==> src/rtl/pcie_phy_pkg.sv <==
// Shared definitions for the PCIe PHY transmit path: byte width, PAD K-code
// and the striper state encoding.
package pcie_phy_pkg;

   localparam int BYTE_W = 8;
   localparam logic [BYTE_W-1:0] PAD_K = 8'hF7;

   typedef enum logic {
      EMPTY = 1'b0,
      HALF  = 1'b1
   } stripe_state_t;

endpackage

==> src/rtl/byte_stripe_1to2.sv <==
// Two-lane byte striper: pairs consecutive valid bytes onto out0/out1.
// Define STRIPE_PAD_EN to flush a lone lane 0 byte with PAD_BYTE on an idle cycle.
module byte_stripe_1to2
   import pcie_phy_pkg::*;
#(
   parameter int                CNT_W    = 16,
   parameter logic [BYTE_W-1:0] PAD_BYTE = PAD_K
)(
   input  logic              clk,
   input  logic              reset,
   input  logic [BYTE_W-1:0] data_in,
   input  logic              valid_in,
   output logic [BYTE_W-1:0] out0,
   output logic [BYTE_W-1:0] out1,
   output logic              valid_out,
   output logic              pad_out,
   output logic [CNT_W-1:0]  pair_cnt
);

   stripe_state_t     state, state_next;
   logic [BYTE_W-1:0] hold, hold_next;
   logic [BYTE_W-1:0] out0_next, out1_next;
   logic              valid_next, pad_next;
   logic [CNT_W-1:0]  cnt_next;

   // Outputs are registered so a pair appears the cycle after its lane 1 byte.
   always_ff @(posedge clk or negedge reset) begin
      if (!reset) begin
         state     <= EMPTY;
         hold      <= '0;
         out0      <= '0;
         out1      <= '0;
         valid_out <= 1'b0;
         pair_cnt  <= '0;
      end else begin
         state     <= state_next;
         hold      <= hold_next;
         out0      <= out0_next;
         out1      <= out1_next;
         valid_out <= valid_next;
         pair_cnt  <= cnt_next;
      end
   end

   always_comb begin
      state_next = state;
      hold_next  = hold;
      out0_next  = out0;
      out1_next  = out1;
      valid_next = 1'b0;
      pad_next   = 1'b0;
      cnt_next   = pair_cnt;
      case (state)
         EMPTY: begin
            if (valid_in) begin
               hold_next  = data_in;
               state_next = HALF;
            end
         end
         HALF: begin
            if (valid_in) begin
               out0_next  = hold;
               out1_next  = data_in;
               valid_next = 1'b1;
               cnt_next   = pair_cnt + CNT_W'(1);
               state_next = EMPTY;
            end else begin
`ifdef STRIPE_PAD_EN
               out0_next  = hold;
               out1_next  = PAD_BYTE;
               valid_next = 1'b1;
               pad_next   = 1'b1;
               cnt_next   = pair_cnt + CNT_W'(1);
               state_next = EMPTY;
`endif
            end
         end
         default: state_next = EMPTY;
      endcase
   end

`ifdef STRIPE_PAD_EN
   always_ff @(posedge clk or negedge reset) begin
      if (!reset) pad_out <= 1'b0;
      else        pad_out <= pad_next;
   end
`else
   // Without flushing the lane 1 byte is never PAD, so the flag is constant.
   logic unused_pad;
   assign unused_pad = pad_next ^ (^PAD_BYTE);
   assign pad_out    = 1'b0;
`endif

endmodule

==> config.mk <==
export PLATFORM = sky130hd
export DESIGN_NAME = byte_stripe_1to2
export DESIGN_NICKNAME = d
export VERILOG_FILES = /design/src/rtl/pcie_phy_pkg.sv /design/src/rtl/byte_stripe_1to2.sv
export SDC_FILE = /design/constraint.sdc
export NUM_CORES = 1
export LEC_CHECK = 0
export CELL_PAD_IN_SITES_DETAIL_PLACEMENT = 1
export CELL_PAD_IN_SITES_GLOBAL_PLACEMENT = 1
export CORE_UTILIZATION = 38
export CTS_BUF_LIST = sky130_fd_sc_hd__clkbuf_16
export CTS_CLUSTER_SIZE = 10
export DETAILED_ROUTE_END_ITERATION = 8
export GPL_TIMING_DRIVEN = 0
export PLACE_DENSITY_LB_ADDON = 0.25
export SLEW_MARGIN = 25
export SYNTH_ARGS = -nofsm -noshare
export SYNTH_HDL_FRONTEND = slang
export SYNTH_SLANG_ARGS = --single-unit
==> constraint.sdc <==
create_clock -name clk -period 1.6 [get_ports clk]
set_input_delay 0.24 -clock clk [delete_from_list [all_inputs] [get_ports clk]]
set_output_delay 0.24 -clock clk [all_outputs]
set_load 0.01 [all_outputs]
## After elaboration in Yosys (flattened, before gate mapping)

Index checks and enable logic that the tools add are counted.

| word-level totals | value |
|---|---|
| register bits after elaboration | 42 |
| word-level logic and storage cells | 14 |

| operators by class | value |
|---|---|
| $add $sub $neg | 1 |
| muxes and demuxes | 4 |
| bitwise operators | 1 |
| reduce and logical (&&, ||, !) cells | 2 |

Operators by type and width:

| kind | number |
|---|---|
| adder 16 x 1 -> 16 bit, second input constant | 1 |
| AND reduction 2 bit | 2 |
| two-way mux 1 bit | 3 |
| case mux 1 bit (2 select lines) | 1 |
| NOT 1 bit | 1 |

## Logic depth before layout (Yosys ltp)

Gate-level depths: netlist of the first run.

| depth | value |
|---|---|
| word-level depth | 2 |
| gate-level depth with buffers | 5 |
| mapped depth without buffers | 5 |

## Worst setup path after synthesis of the first run

OpenSTA, ideal clock, no wires.

| timing path | value |
|---|---|
| path kind | register to register |
| start point | register pair_cnt[0] |
| end point | register pair_cnt[12] |
| library setup time | 0.126 ns |
| data arrival time | 1.275 ns |
| data required time | 1.474 ns |
| setup slack | 0.199 ns |
| stages on the path, launching flop included | 6 |
| path through | dfrtp_1 -> ha_1 -> nand4_2 -> nor3_4 -> nand3_1 -> xnor2_1 |

| between the ends | value |
|---|---|
| longest elaborated chain between the ends | 1 |

Ends and longest elaborated chain:

| element | RTL line | source |
|---|---|---|
| from (decl) | byte_stripe_1to2.sv:17 | `output logic [CNT_W-1:0] pair_cnt` |
| from (signal assigned) | byte_stripe_1to2.sv:41 | `pair_cnt <= cnt_next;` |
| adder 16 x 1 -> 16 bit | byte_stripe_1to2.sv:65 | `cnt_next = pair_cnt + CNT_W'(1);` |

Every way passes these cells.
A chain may end at the register's enable or synchronous reset.

## Worst setup path in the final report of the first run

| timing path | value |
|---|---|
| start point | register pair_cnt[2] |
| end point | output port pair_cnt[2] |

No word-level cell between the ends.

==> flow_summary.yaml, run 1 <==
detailed_routing:
  vias_per_cell: 4.826
  wirelength_um: 3539
  drt_iter0_markers: 30
  post_drt_wl_per_cell_um: 16.23
  dr.pass1.iters: 3
  drc: 0
  ant_nets: 0
  vias: 1052
cells_and_area:
  diodes: 0
  area_growth_pct: 44.01
  fin_nets: 181
  layout.cells.non_filler: 218
  fin_util_pct: 58.50
  drive_gt1_share_pct: 27.38
logic_synthesis:
  netlist_top_cells_area: "dfrtp_1, mux2_2, xnor2_1"
  ys_ff_latch: 42
  syn_area_um2: 1672
  synth_top_area_cell: "dfrtp_1"
  syn_avg_cell_area_um2: 14.66
  synth_nets: 128
  seq_area_frac_synth_pct: 62.87
  synth_top_area_share_pct: 62.87
  yosysUniqueCellTypes: 20
  yosys_warnings: 0
  synth_cells: 114
clock_tree:
  cts_buffers: 5
  cts_root_buf: "clkbuf_16"
  clkTransAtPathRegs_ns: 0.05
  cts_tree: "yes"
  clkSinkCount: 42
  htree_levels: 2
  clk_path_buf_depth: 2
  clkLatencyLatePin_ns: 0.28
placement:
  dp.cells: 208
  port_buffers: 43
  gp_congestion: 0.6943
  dp_hpwl_um: 2411
  dp_slack_ns: -0.3174
timing:
  hold_ws_ns: 0.3376
  finalCritPeriodShare_pct: 97.71
  fin_ws_ns: 0.03657
  grt_setup_unrepaired: "true"
  slew_viol_final: 0
  period_minus_slack_ns: 1.563
  setup_viol: 0
  final.setup.tns_ns: 0
  final.setup_skew_ns: 0.007153
  hold_violations: 0
  fmax_mhz: 639.6
setup_path:
  ff2ff_setup_slack_ns: 0.09
  crit_path_start: "pair_cnt[2]"
  start_kind: "flip-flop"
  critPathSlowestCell: "clkdlybuf4s50_1"
  r2r_start: "pair_cnt[1]"
  path_buf_inv: 1
  worst_ep_arrival_time_ns: 1.32
  crit_path_end: "pair_cnt[2]"
  crit_required_ns: 1.36
  timing.rr.end: "pair_cnt[14]"
  critPathKind: "reg -> out"
  cp.depth: 1
  worstSetupEndpointType: "output pin"
  worst_r2r_path_depth: 6
  worstPathMaxFanout: 5
  cp_cell_sequence: "clkdlybuf4s50_1"
  cpLargestDelayFamily: "buffers and inverters"
  critPathMaxStageDelay_ns: 0.58
floorplanning:
  core_area_um2: 4115
  rows: 23
  die-area_um2: 4668
  initial_core_util_pct: 40.62
  fp.dieW_um: 68.33
  fp.dieH_um: 68.33
  pin_count: 45
pwr:
  p_leak_nw: 1.071
  powerDensity_nw_per_um2: 1809
  ir_drop_uv: 851.5
grt:
  grt_max_degree: 24
  antenna_found_initial: 0
  grt_pass1_wl_um: 5782
  grt_overflow: 0
  grt_pass1_vias: 1150
  track_usage_pct: 17.92
run:
  max_cap_violations: 0
worst_hold_path:
  min_path_type: "in -> reg"
status:
  status: "finished clean"
layout make-up:
| type | count | area, µm² |
|---|---|---|
| Clock buffer | 5 | 125.1 |
| Timing Repair Buffer | 47 | 480.5 |
| Inverter | 3 | 11.26 |
| Multi-Input combinational cell | 65 | 620.6 |
| Sequential cell | 42 | 1052 |
| Tap cell | 50 | 62.56 |
| Fill cell | 387 | 1708 |
| Clock inverter | 3 | 37.54 |
| Buffer | 3 | 17.52 |
routing by layer:
metal	vias up	wire length, µm	track usage [%]
met4	0	23	5.469
met2	30	2024	31.62
met3	4	135	6.500
li1	491	-	-
met1	527	1355	19.94
met5	-	0	0
registers in the layout, indices dropped and copies added (netlist names):
signal	flops
pair_cnt	16
hold	8
out0	8
out1	8
state	1
valid_out	1
worst min-delay path by stage:
stage,startpoint,end,slack (ns),depth (start not counted)
finish,valid_in,state,0.34,3
global route,valid_in,valid_out,0.37,2
CTS,reset,out1[7],0.48,2
detailed placement,reset,valid_out,0.23,1
global placement,pair_cnt[15],pair_cnt[15],0.46,1
floorplan,reset,hold[0],-0.06,0
stage by stage:
step,area [µm²],total power [mW]
after floorplan,1672,2.418
after global placement,2165,3.138
after detailed placement,2187,3.227
after CTS,2371,4.383
after global routing,2407,4.626
final,2407,4.356
Yosys cell counts:
cell type / instances
xnor2_1: 10
buf_4: 1
conb_1: 1
clkbuf_1: 1
dfrtp_1: 42
nand4_1: 3
nor3_2: 1
mux2_2: 25
nor2_1: 2
nor3_4: 1
inv_1: 3
and4_1: 1
nand2_1: 6
ha_1: 3
and3_1: 2
buf_2: 2
nand3_2: 1
xor2_1: 5
nand4_2: 1
nand3_1: 3
cells by family (layout without fill, tap and decap cells):
family                     count (synthesis)  count (layout)  synth area share (%)
adders and majority gates                  3               3                 2.246
DFF                                       42              42                 62.87
other                                      1               1                0.2243
and+or+nand+nor                           21              21                 8.009
muxes                                     25              25                 16.84
xor gates and xnor gates                  15              15                 7.859
buffers and inverters                      7              61                 1.946
power by group:
| group | switching (mW) | internal [mW] | total, mW |
|---|---|---|---|
| logic | 0.550 | 0.920 | 1.47 |
| clock network | 0.384 | 0.724 | 1.11 |
| registers | 0.304 | 1.47 | 1.78 |
layout by cell type, fill, tap and decap left out, drive strengths merged:
| cell | synthesis | layout |
|---|---|---|
| dfrtp | 42 | 42 |
| clkdlybuf4s50 | 0 | 41 |
| mux2 | 25 | 25 |
| xnor2 | 10 | 10 |
| buf | 3 | 7 |
| nand2 | 6 | 6 |
| inv | 3 | 5 |
| xor2 | 5 | 5 |
| clkbuf | 1 | 5 |
| nand4 | 4 | 4 |
| nand3 | 4 | 4 |
| ha | 3 | 3 |
| and3 | 2 | 2 |
| nor3 | 2 | 2 |
| nor2 | 2 | 2 |
| and4 | 1 | 1 |
| conb | 1 | 1 |
| bufinv | 0 | 1 |
| dlygate4sd3 | 0 | 1 |
| dlymetal6s2s | 0 | 1 |
timing repair:
action / CTS / global route
setup buffers: 0 / 2
resized for setup: 3 / 5
hold endpoints to repair: 19 / 0
pin swaps: 2 / 4
hold buffers: 1 / 0
endpoints found under the setup margin: 6 / 14
(Power assumes the default switching activity.)
==> run 2: changes to the inputs <==
- CORE_UTILIZATION: 38 -> 41
- REMOVE_ABC_BUFFERS: unset -> 1
- clock period: 1.6 -> 1.88 ns (I/O delays scaled with it)
==> run 2 against run 1 <==
Against the previous run:
- critical path type is now in -> reg
- critical endpoint is now pair_cnt[13]
- total power is 15% lower
- clock power is 15% lower
- routed wire length is 3.0% higher
==> flow_summary.yaml, run 2 (synthesis gave the netlist of run 1 again) <==
pwr:
  power_frac_comb_pct: 34.0
  powerDensity_nw_per_um2: 1572
  ir_drop_uv: 886.4
  seqPwrFrac_pct: 40.7
  p_leak_nw: 1.028
  switching_power_mw: 1.054
  internal_power_mw: 2.648
  p_sw_share_pct: 28.48
  power_frac_clock_pct: 25.3
grt:
  use_met3_pct: 7.759
  grt_max_degree: 25
  grt_pass1_wl_um: 6237
  grt_overflow: 0
  grt_pass1_vias: 1201
  use_met2_pct: 34.69
  grt.met1_usage_pct: 22.63
  track_usage_pct: 20.12
  antenna_found_initial: 0
  busiest_layer: "met2"
setup_path:
  crit_top_cell: "nand4_1"
  crit_required_ns: 2.05
  critPathSlowestCell: "clkdlybuf4s50_1"
  critPathKind: "in -> reg"
  worst_r2r_path_depth: 5
  worstPathMaxFanout: 13
  worst_ep_arrival_time_ns: 1.88
  cp_cell_sequence: "clkdlybuf4s50_1, ha_4, nand4_1, nor3_2, nand4_1, xnor2_1"
  critPathMaxStageDelay_ns: 0.52
  worstSetupEndpointType: "flip-flop"
  start_kind: "input port"
floorplanning:
  core_area_um2: 3771
  fp.dieW_um: 65.85
  die-area_um2: 4336
  rows: 22
  initial_core_util_pct: 44.33
  fp.dieH_um: 65.85
  pin_count: 45
detailed_routing:
  post_drt_wl_per_cell_um: 17.27
  wirelength_um: 3645
  drc: 0
  vias_per_cell: 4.986
  drt_iter0_markers: 41
  vias: 1052
  dr.pass1.iters: 3
  ant_nets: 0
cells_and_area:
  regArea_um2: 1051
  top_register: "pair_cnt"
  drive_gt1_share_pct: 23.93
  fin_nets: 177
  diodes: 0
  area_growth_pct: 40.94
  largest_reg_flops: 16
  multi_input_area_um2: 600.6
  fill_cells: 357
  layout.cells.non_filler: 211
  final_cell_mix: "dfrtp_1, clkdlybuf4s50_1, mux2_2"
placement:
  port_buffers: 43
  dp_hpwl_um: 2509
  gp_congestion: 0.7217
  dp_slack_ns: -0.7920
  dp.cells: 202
timing:
  hold_violations: 0
  final.setup_skew_ns: 0.006305
  period_minus_slack_ns: 1.707
  fmax_mhz: 585.8
  finalCritPeriodShare_pct: 90.80
  setup_viol: 0
  fin_ws_ns: 0.1729
  grt_setup_unrepaired: "false"
  slew_viol_final: 0
clock_tree:
  cts_tree: "yes"
  clk_path_buf_depth: 2
  clkSinkCount: 42
  cts_buffers: 5
  cts_root_buf: "clkbuf_16"
  htree_levels: 2
  clkTransAtPathRegs_ns: 0.06
  clkLatencyLatePin_ns: 0.28
worst_hold_path:
  min_delay_path_depth: 1
  min_path_type: "reg -> reg"
run:
  max_cap_violations: 0
status:
  status: "finished clean"
run 2: what timing repair did:
action / 4_1_cts / 5_1_grt
setup endpoints to repair: 16 / 7
setup buffers: 0 / 1
pin swaps: 0 / 1
endpoints found under the hold margin: 18 / 0
resized for setup: 2 / 0
hold buffers: 1 / 0
gates cloned: 0 / 0
run 2: power groups by stage:
stage	combinational [mW]	sequential, mW	clock, mW
after CTS	1.26	1.51	0.960
after global routing	1.35	1.56	0.998
after detailed placement	1.23	1.51	0
after floorplan	0.474	1.57	0
final	1.26	1.51	0.938
after global placement	1.18	1.48	0
run 2: worst max-delay path: cells and delay by family:
kind	cells	cell delay (ns)
fa+ha+maj	1	0.28
simple gates	3	0.65
xor+xnor	1	0.15
buf+inv	1	0.52
run 2: layer usage:
layer  routed length [µm]  vias up
li1                     -      479
met1                 1421      536
met2                 1963       30
met3                  200        7
met4                   60        0
met5                    0        -
run 2: through the flow:
step	power, mW	TNS (ns)	util (%)	hold WS, ns	cell area (µm²)
6_report	3.703	0	62.48	0.4687	2356
5_1_grt	3.909	0	62.48	0.4862	2356
4_1_cts	3.730	0	62.18	0.4758	2345
3_5_place_dp	2.744	-12.82	57.37	0.2576	2163
3_3_place_gp	2.659	-31.99	56.77	0.4612	2141
2_1_floorplan	2.049	0	-	-0.01359	1650
run 2: path summary, 6_finish.rpt:
path | start | end | slack, ns
worst max-delay path | valid_in | pair_cnt[13] | 0.17
worst min-delay path | pair_cnt[15] | pair_cnt[15] | 0.47
worst max register to register | state | pair_cnt[13] | 0.29
worst min register to register | pair_cnt[15] | pair_cnt[15] | 0.47
max in group asynchronous | reset | out0[1] | 0.91
min in group asynchronous | reset | pair_cnt[4] | 0.49
run 2: cell type report:
type	instances	share of cell area, %
Sequential cell	42	44.61
Multi-Input combinational cell	65	25.49
Timing Repair Buffer	46	20.13
Clock buffer	5	5.311
Tap cell	48	2.549
Clock inverter	2	1.434
Inverter	3	0.4780
==> RTL change, RTL diff (settings of run 2) <==
The option `STRIPE_PAD_EN` is turned on by a define.
--- a/src/rtl/byte_stripe_1to2.sv
+++ b/src/rtl/byte_stripe_1to2.sv
@@ -1,4 +1,6 @@
 // Two-lane byte striper: pairs consecutive valid bytes onto out0/out1.
 // Define STRIPE_PAD_EN to flush a lone lane 0 byte with PAD_BYTE on an idle cycle.
+`define STRIPE_PAD_EN
+
 module byte_stripe_1to2
    import pcie_phy_pkg::*;
Check against the original RTL: not equivalent (a bounded check fails within 4 cycles, from zero or initial values and one cycle with reset low).
==> RTL change against run 2 <==
The run now ends with negative hold slack left; die area grew 1.2%; non-clock buffer count is the same; wire length grew 7.6%; count of clock-buffer cells in the layout is the same; synthesized area grew 1.3%; critical path depth shrank 2; clock skew shrank 0.0035 ns; utilization shrank 0.91 points; highest routed layer unchanged; sequential cell count grew 1; setup slack gained 0.015 ns; final area shrank 0.74%.
Power is not compared: it rests on default switching activity, and its combinational part moved more than twofold at a synthesized area within 25%.
==> RTL change: results (changes against run 2) <==
* Critical path's slowest cell: sky130_fd_sc_hd__dfrtp_4 (was sky130_fd_sc_hd__clkdlybuf4s50_1)
* DRT met1 WL at 1.64 mm (was 1.42 mm)
* Final Hold Viols at 21 (was 0)
* Pin count of the biggest net entering global routing at 34 (was 25)
* Crit path max fanout at 33 (was 13)
* Post-detail-place hpwl at 2.75 mm (was 2.51 mm)
* Grt met3 use at 5.52% (was 7.76%)
* Nets at 201 (was 177)
* Crit. Startpoint: state$_DFF_PN0_ (was valid_in)
* Vias after detailed routing at 1,230 (was 1,052)
* Share of the synthesized area in compound gates (AO/OA/AOI/OAI) at 4.80% (was 0%)
* Failing checks: negative hold slack
* Placed cells at 229 (was 202)
* FILL cells at 393 (was 357)
* Path class of the lowest-slack min-delay path: in -> async (was reg -> reg)
* Fraction of area in clock buffers and inverters at 5.83% (was 6.74%)
* Worst setup path endpoint: pair_cnt[10]$_DFFE_PN0P_ (was pair_cnt[13]$_DFFE_PN0P_)
* Synthesized-area fraction occupied by adder cells at 0.739% (was 2.25%)
* DRT Wirelength at 3.92 mm (was 3.65 mm)
* Longest individual stage delay on the worst path at 0.65 ns (was 0.52 ns)
* Top area cells in the synthesized netlist: sky130_fd_sc_hd__dfrtp_1 64%, sky130_fd_sc_hd__mux2_2 7.3%, sky130_fd_sc_hd__xor2_1 5.2%, sky130_fd_sc_hd__nand2_1 2.7%, sky130_fd_sc_hd__nand4_1 2.6% (was sky130_fd_sc_hd__dfrtp_1 63%, sky130_fd_sc_hd__mux2_2 17%, sky130_fd_sc_hd__xnor2_1 5.2%, sky130_fd_sc_hd__xor2_1 2.6%, sky130_fd_sc_hd__ha_1 2.2%)
* Multiplexer share of the synthesized area at 7.32% (was 16.8%)
* Worst-case setup slack after placement at -0.557 ns (was -0.792 ns)
* First-pass GRT wire length at 6.43 mm (was 6.24 mm)
* Number of flip-flops and latches in the synthesized netlist at 43 (was 42)
* Via count of the first global-routing pass at 1,307 (was 1,201)
* Outcome: finished with violations (was complete, no violations)
* Relative area of non-clock buffer cells in the final design at 20.1% (about the same)
* Worst-case hold slack at -0.0171 ns (was 0.469 ns)
* Worst path setup slack after routing at 0.188 ns (was 0.173 ns)
* Share of the final layout cell area in sequential cells at 46.2% (was 44.6%)
* Routed wl met2 at 2.09 mm (was 1.96 mm)
* Global Route met1 Usage at 24.1% (was 22.6%)
* Fin util at 61.6% (was 62.5%)
* Number of buffers inserted by port buffering at 44 (was 43)
* Routability-driven placement congestion ratio at 0.695 (was 0.722)
* Area used by multi-input combinational logic at 551 um2 (was 601 um2)
* List of most frequent post-synthesis cells: 43 x sky130_fd_sc_hd__dfrtp_1, 12 x sky130_fd_sc_hd__nand2_1, 11 x sky130_fd_sc_hd__inv_1, 11 x sky130_fd_sc_hd__mux2_2, 10 x sky130_fd_sc_hd__xor2_1 (was 42 x sky130_fd_sc_hd__dfrtp_1, 25 x sky130_fd_sc_hd__mux2_2, 10 x sky130_fd_sc_hd__xnor2_1, 6 x sky130_fd_sc_hd__nand2_1, 5 x sky130_fd_sc_hd__xor2_1)
## RTL change: cell count changes after synthesis, moves of 2 or more
cell / change
sky130_fd_sc_hd__inv_1: +8
sky130_fd_sc_hd__nor3_1: +3
sky130_fd_sc_hd__nor2_1: +5
sky130_fd_sc_hd__nand4_1: +4
sky130_fd_sc_hd__nand2_1: +6
sky130_fd_sc_hd__xnor2_1: -5
sky130_fd_sc_hd__and3_1: -2
sky130_fd_sc_hd__xor2_1: +5
sky130_fd_sc_hd__a31oi_1: +6
sky130_fd_sc_hd__ha_1: -2
sky130_fd_sc_hd__clkbuf_1: +2
sky130_fd_sc_hd__o21ai_0: +7
sky130_fd_sc_hd__nor4_1: +6
sky130_fd_sc_hd__mux2_2: -14
